[config.mk]
export PLATFORM = sky130hd
export DESIGN_NAME = prog_loader
export DESIGN_NICKNAME = d
export VERILOG_FILES = /design/src/rtl/prog_loader.sv
export SDC_FILE = /design/constraint.sdc
export NUM_CORES = 1
export LEC_CHECK = 0
export CAP_MARGIN = 20
export CORE_MARGIN = 2
export CORE_UTILIZATION = 35
export CTS_CLUSTER_DIAMETER = 200
export DETAILED_ROUTE_END_ITERATION = 10
export SYNTH_ARGS = -nofsm -noshare
export SYNTH_HDL_FRONTEND = slang
export SYNTH_SLANG_ARGS = --single-unit
[constraint.sdc]
create_clock -name i_clk -period 4.2 [get_ports i_clk]
set_clock_uncertainty 0.05 [all_clocks]
set_input_delay 0.63 -clock i_clk [delete_from_list [all_inputs] [get_ports i_clk]]
set_output_delay 0.63 -clock i_clk [all_outputs]
set_load 0.02 [all_outputs]
[src/rtl/prog_loader.sv]
// prog_loader: boot-time program loader for the CPU's 40-bit program memory.
// Receives a framed byte stream (COUNT byte N, N*5 big-endian data bytes,
// XOR checksum byte), writes each assembled word into program memory and
// keeps the CPU held until the image is complete and the checksum matches.
//
// Ports:
//   i_clk, i_rst         clock, asynchronous active-high reset
//   i_byte, i_valid      incoming stream byte and its valid flag
//   o_ready              loader accepts a byte this cycle
//   i_restart            pulse: leave DONE/ERROR and return to IDLE
//   o_we/o_waddr/o_wdata program memory write port (1-cycle strobe)
//   o_cpu_hold           high while the CPU must not run
//   o_done, o_err        good image loaded / checksum mismatch or timeout
module prog_loader #(
    parameter int unsigned ADDR_WIDTH     = 8,
    parameter int unsigned TIMEOUT_CYCLES = 1000000,
    parameter int unsigned TO_WIDTH       = 20
) (
    input  logic                  i_clk,
    input  logic                  i_rst,
    input  logic [7:0]            i_byte,
    input  logic                  i_valid,
    output logic                  o_ready,
    input  logic                  i_restart,
    output logic                  o_we,
    output logic [ADDR_WIDTH-1:0] o_waddr,
    output logic [39:0]           o_wdata,
    output logic                  o_cpu_hold,
    output logic                  o_done,
    output logic                  o_err
);

    localparam int unsigned CNT_WIDTH = 9;
    // N=0 selects the largest image a single COUNT byte can describe.
    localparam int unsigned MAX_WORDS = (ADDR_WIDTH >= 8) ? 256 : (1 << ADDR_WIDTH);
    localparam logic [TO_WIDTH-1:0] TO_LAST = TO_WIDTH'(TIMEOUT_CYCLES - 1);

    typedef enum logic [2:0] {
        S_IDLE  = 3'd0,
        S_DATA  = 3'd1,
        S_CHECK = 3'd2,
        S_DONE  = 3'd3,
        S_ERROR = 3'd4
    } state_t;

    state_t                state;
    logic [CNT_WIDTH-1:0]  n_words;
    logic [CNT_WIDTH-1:0]  word_cnt;
    logic [2:0]            byte_idx;
    logic [ADDR_WIDTH-1:0] addr;
    logic [31:0]           asm_q;     // first four bytes of the current word
    logic [7:0]            csum;
    logic [TO_WIDTH-1:0]   to_cnt;

    logic accept_c;
    assign accept_c = i_valid && o_ready;

    // Frame sequencer, assembly, write port and status outputs.
    always_ff @(posedge i_clk or posedge i_rst) begin
        if (i_rst) begin
            state      <= S_IDLE;
            n_words    <= '0;
            word_cnt   <= '0;
            byte_idx   <= '0;
            addr       <= '0;
            asm_q      <= '0;
            csum       <= '0;
            to_cnt     <= '0;
            o_ready    <= 1'b1;
            o_we       <= 1'b0;
            o_waddr    <= '0;
            o_wdata    <= '0;
            o_cpu_hold <= 1'b1;
            o_done     <= 1'b0;
            o_err      <= 1'b0;
        end else begin
            o_we <= 1'b0;
            case (state)
                S_IDLE: begin
                    o_cpu_hold <= 1'b1;
                    if (accept_c) begin
                        n_words  <= (i_byte == 8'd0) ? CNT_WIDTH'(MAX_WORDS)
                                                     : CNT_WIDTH'(i_byte);
                        word_cnt <= '0;
                        byte_idx <= '0;
                        addr     <= '0;
                        csum     <= '0;
                        to_cnt   <= '0;
                        state    <= S_DATA;
                    end
                end

                S_DATA: begin
                    if (accept_c) begin
                        to_cnt <= '0;
                        asm_q  <= {asm_q[23:0], i_byte};
                        csum   <= csum ^ i_byte;
                        if (byte_idx == 3'd4) begin
                            byte_idx <= '0;
                            o_we     <= 1'b1;
                            o_waddr  <= addr;
                            o_wdata  <= {asm_q, i_byte};
                            // Wraps to 0 after the last word of a full image.
                            addr     <= addr + 1'b1;
                            word_cnt <= word_cnt + 1'b1;
                            if (word_cnt + 1'b1 == n_words) begin
                                state <= S_CHECK;
                            end
                        end else begin
                            byte_idx <= byte_idx + 1'b1;
                        end
                    end else if (to_cnt == TO_LAST) begin
                        state   <= S_ERROR;
                        o_err   <= 1'b1;
                        o_ready <= 1'b0;
                    end else begin
                        to_cnt <= to_cnt + 1'b1;
                    end
                end

                S_CHECK: begin
                    if (accept_c) begin
                        to_cnt  <= '0;
                        o_ready <= 1'b0;
                        if (i_byte == csum) begin
                            state      <= S_DONE;
                            o_done     <= 1'b1;
                            o_cpu_hold <= 1'b0;
                        end else begin
                            state <= S_ERROR;
                            o_err <= 1'b1;
                        end
                    end else if (to_cnt == TO_LAST) begin
                        state   <= S_ERROR;
                        o_err   <= 1'b1;
                        o_ready <= 1'b0;
                    end else begin
                        to_cnt <= to_cnt + 1'b1;
                    end
                end

                S_DONE, S_ERROR: begin
                    if (i_restart) begin
                        state      <= S_IDLE;
                        o_done     <= 1'b0;
                        o_err      <= 1'b0;
                        csum       <= '0;
                        to_cnt     <= '0;
                        o_cpu_hold <= 1'b1;
                        o_ready    <= 1'b1;
                    end
                end

                default: begin
                    state <= S_IDLE;
                end
            endcase
        end
    end

endmodule

* Yosys cells after proc, flatten, opt, wreduce, memory -nomap -nowiden
Cells that the tools add are included.
** Cells by class
- $add $sub $neg :: 4
- Equality and inequality tests :: 19
- Mux-type cells :: 50
- Bitwise logic cells :: 1
- Reductions and logical operators :: 23
** Operators by type and width (number)
- 20-bit two-way mux :: 4
- 20-bit one-hot mux with 3 select lines :: 1
- 8-bit two-way mux :: 5
- 9-bit two-way mux :: 4
- 3-bit two-way mux :: 11
- 4-bit AND reduction :: 7
- 8-bit one-hot mux with 3 select lines :: 1
- 20-bit by 1-bit adder with 20-bit output, second input constant :: 1
- 20-bit == test, second input constant :: 1
- 9-bit one-hot mux with 2 select lines :: 1
- 1-bit two-way mux :: 16
- 8-bit one-hot mux with 2 select lines :: 1
- 2-bit != test, second input constant :: 7
- 3-bit != test, second input constant :: 4
- 3-bit one-hot mux with 4 select lines :: 1
- 3-bit nonzero test :: 4
- 9-bit by 1-bit adder with 9-bit output, second input constant :: 1
- 9-bit == test :: 1
- 1-bit one-hot mux with 3 select lines :: 3
- 3-bit AND reduction :: 3
- 8-bit by 1-bit adder with 8-bit output, second input constant :: 1
- 8-bit == test :: 1
- 8-bit logical NOT :: 1
- 8-bit XOR :: 1
- 11 further kinds :: 16
** Storage, ports and cells
- Register bits :: 145
- Input port bits :: 12
- Output and inout bits :: 53
- Word-level logic and storage cells :: 112

* Depth between registers and ports, before layout
- Word-level depth :: 6
- Depth in mapped cells :: 9

* Least setup slack after synthesis
No wires, ideal clock.
- Kind :: input -> register
- From :: input port i_byte[3]
- To :: register o_err
- Setup time :: 0.137 ns
- Data arrival time :: 1.898 ns
- Path slack :: 2.115 ns
- Stages :: 6
- Path buffers :: 0
- Cells stage by stage :: xnor2_1 -> nand3_1 -> or4_1 -> or3_1 -> a21oi_1 -> a21oi_1
** Between the ends
- Longest elaborated chain between the ends :: 3
** Ends and longest elaborated chain
- start: declaration :: line 21 : input logic [7:0] i_byte,
- 8-bit == test :: line 125 : if (i_byte == csum) begin
- 3-bit != test (no source line)
- 4-bit AND reduction (no source line)
- end signal: assignment :: line 131 : o_err <= 1'b1;
- end signal: assignment :: line 135 : o_err <= 1'b1;
- end signal: assignment :: line 146 : o_err <= 1'b0;
- end: declaration :: line 30 : output logic o_err
Every way passes these cells.
A chain may end at the register's enable or synchronous reset.

* Worst setup path in the final report
- From :: input port i_restart
- To :: register to_cnt[9]
** Between the ends
- Longest elaborated chain between the ends :: 2
** Ends and longest elaborated chain
- start: declaration :: line 24 : input logic i_restart,
- 2-bit != test (no source line)
- 4-bit AND reduction (no source line)
- end signal: assignment :: line 117 : to_cnt <= to_cnt + 1'b1;
- end signal: assignment :: line 138 : to_cnt <= to_cnt + 1'b1;
- end: declaration :: line 53 : logic [TO_WIDTH-1:0] to_cnt;
Every way passes these cells.

==> results.sh <==
export IMPL_outcome="complete, no violations"
export IMPL_worst_path_max_fanout=21
export IMPL_die_area_mm2=0.0203
export IMPL_arrival_ns=2.99
export IMPL_place_gp_congestion=0.799
export IMPL_ys_ff_latch=145
export IMPL_cts_buffers=17
export IMPL_tightest_slew_ns=0.895
export IMPL_power_mw=5.04
export IMPL_worstPathRequired_ns=4.43
export IMPL_rsz0062_at_grt="false"
export IMPL_clock_latency_ns=0.42
export IMPL_finalSetupViolations=0
export IMPL_post_cts_resized_instances=0
export IMPL_slew_headroom_pct=40.4
export IMPL_firstDrtPassIters=4
export IMPL_drc=0
export IMPL_drive_gt1_share_pct=6.42
export IMPL_layout_common_cells="295 x nand2_1, 143 x dfrtp_1, 64 x clkdlybuf4s50_1, 46 x nor2_1, 40 x o21ai_0"
export IMPL_layout_nets=830
export IMPL_htreeDepth=4
export IMPL_antenna_left=0
export IMPL_num_vias=5267
export IMPL_maxCapViolCount=0
export IMPL_hold_viol_final=0
export IMPL_numPortBuffers=64
export IMPL_endpoint_kind="flop"
export IMPL_ir_drop_mv=0.330
export IMPL_fin_setup_tns_ns=0
export IMPL_combPwrFrac_pct=30.2
export IMPL_path_clk_slew_ns=0.06
export IMPL_cts_hold_buf=0
export IMPL_io_pins=65
export IMPL_grt_start_max_net_pins=146
export IMPL_antenna_found_initial=0
export IMPL_synth_ff_type="dfrtp_1"
export IMPL_finalCritPeriodShare_pct=65.7
export IMPL_min_period_ns=2.76
export IMPL_grt_pass1_wl_mm=26.0
export IMPL_antenna_cells=0
export IMPL_cts_sinks=145
export IMPL_area_growth_pct=20.7
export IMPL_ys_seq_area_share_pct=54.2
export IMPL_fill_cells=1855
export IMPL_placementRows=50
export IMPL_netlist_top_cell_by_area="dfrtp_1"
export IMPL_power_density_mw_per_mm2=623
export IMPL_yosys_warnings=0
export IMPL_p_seq_share_pct=42.0
export IMPL_swShare_pct=36.7
export IMPL_rrSetupSlack_ns=1.63
export IMPL_grt_pass1_vias=5001
export IMPL_critical_path_class="in2reg"
export IMPL_final_common_cell="nand2_1"
export IMPL_synth_cell_types=63
export IMPL_synth_top_cell_area_share_pct=53.4
export IMPL_p_int_mw=3.19
export IMPL_die_x_um=142
export IMPL_power_leakage_nw=3.81
export IMPL_die_h_um=142
export IMPL_avgViaCountPerCell=4.97
export IMPL_netlist_top_cells_area="dfrtp_1 53%, nand2_1 17%, xnor2_1 4.2%"
export IMPL_gr_total_overflow=0
export IMPL_hpwlAfterDp_mm=9.61
export IMPL_initial_utilization_pct=35.7
export IMPL_hp_class="reg2reg"
export IMPL_cts_setup_buffers=0
export IMPL_synth_net_count=775
export IMPL_cts_tree="built"
export IMPL_async_flop_share_pct=100
export IMPL_max_freq_mhz=363
export IMPL_switchingPower_mw=1.85
export IMPL_clock_path_buffers=2
export IMPL_wirelength_mm=15.4
export IMPL_clkPwrFrac_pct=27.9
export IMPL_startpoint_type="input port"
export IMPL_whs_ns=0.420
export IMPL_synth_area_mm2=0.00670
export IMPL_synth_edf_count=0
export IMPL_core_mm2=0.0188
export IMPL_wl_per_cell_um=14.6
export IMPL_grt_use_total_pct=16.1
export IMPL_cts_root_buf="clkbuf_16"
export IMPL_netlist_instances=758
export IMPL_drv_slew=0
export IMPL_drt_iter0_drc=312
export IMPL_syn_avg_cell_area_um2=8.84
==> cells in the mapped netlist, types with 2 or more instances <==
| library cell | n |
|---|---|
| nand2_1 | 295 |
| dfrtp_1 | 143 |
| nor2_1 | 46 |
| o21ai_0 | 40 |
| xnor2_1 | 32 |
| clkbuf_1 | 21 |
| nand3_1 | 21 |
| nor4_1 | 15 |
| a21oi_1 | 12 |
| buf_2 | 12 |
| nand4_1 | 12 |
| inv_1 | 10 |
| xor2_1 | 8 |
| nor3_1 | 6 |
| ha_1 | 5 |
| nand2b_1 | 5 |
| a21o_1 | 4 |
| a31oi_1 | 4 |
| and3_1 | 4 |
| o31ai_1 | 4 |
| or3_1 | 4 |
| a211o_1 | 3 |
| nor2b_1 | 3 |
| nor3b_1 | 3 |
| a22o_1 | 2 |
| a22oi_1 | 2 |
| dfstp_2 | 2 |
| inv_2 | 2 |
| nand3b_1 | 2 |
| nor3_2 | 2 |
| nor4b_1 | 2 |
==> final cells by class <==
cell class                 count  area [um^2]  area share, %
timing repair buffer          71          706           8.73
sequential                   145         3630           44.9
clock buffer                  22          464           5.74
clock inverter                10         76.3          0.944
inverter                      12         48.8          0.604
tap                          234          293           3.62
multi-input combinational    566         2860           35.4
==> stage by stage <==
step,worst slack [ns],instance area [um^2],std cells,util [%]
floorplan,1.70,6700,758,-
global placement,1.08,7540,1028,40.2
detailed placement,1.08,7540,1028,40.2
CTS,1.49,8080,1060,43.1
global route,1.26,8080,1060,43.1
finish,1.44,8080,1060,43.1
==> worst max-delay path: stages <==
cell and delay, ns:
clkdlybuf4s50_1 0.69, o21ai_0 0.13, a221o_1 0.60, or2_2 0.45
o311ai_0 0.36, nand3_1 0.13
==> path summary, 6_finish.rpt <==
check                                          end                   from  depth (start not counted)
min reg2reg                o_wdata[33]$_DFFE_PP0P_  asm_q[25]$_DFFE_PP0P_                          2
max                          to_cnt[9]$_DFFE_PP0P_              i_restart                          6
max reg2reg                  to_cnt[9]$_DFFE_PP0P_   state[0]$_DFFE_PP0P_                          6
max in group asynchronous    to_cnt[8]$_DFFE_PP0P_                  i_rst                          3
min in group asynchronous        o_err$_DFFE_PP0P_                  i_rst                          3
min                        o_wdata[33]$_DFFE_PP0P_  asm_q[25]$_DFFE_PP0P_                          2
==> cells by family (layout without fill, tap and decap cells) <==
group | Yosys count | after routing | share of synthesized area (%)
and+or+nand+nor | 434 | 434 | 28.2
DFF | 145 | 145 | 54.2
AOI/OAI and AO/OA | 86 | 86 | 8.24
buffers and inverters | 47 | 115 | 3.03
xor gates and xnor gates | 40 | 40 | 5.23
adders and majority gates | 5 | 5 | 0.934
muxes | 1 | 1 | 0.168
==> flip-flops by register name, indices dropped and copies added (netlist names), 3 cells and up <==
signal / count
addr: 8
csum: 8
to_cnt: 20
state: 3
asm_q: 32
word_cnt: 9
o_waddr: 8
n_words: 9
o_wdata: 40
byte_idx: 3
==> routing by layer <==
| metal | routed length, um | track usage, % |
|---|---|---|
| met1 | 7580 | 22.7 |
| met2 | 7100 | 24.4 |
| met3 | 678 | 4.61 |
| met4 | 80 | 4.12 |
| met5 | 0 | 0 |
==> power groups by stage <==
stage / sequential, mW / combinational, mW / clock (mW)
after floorplan: 2.18 / 0.907 / 0
after global placement: 2.13 / 1.51 / 0
after detailed placement: 2.13 / 1.54 / 0
after CTS: 2.12 / 1.54 / 1.44
after global routing: 2.17 / 1.71 / 1.50
final: 2.11 / 1.52 / 1.40
No activity file was read; power rests on OpenSTA's default activity.
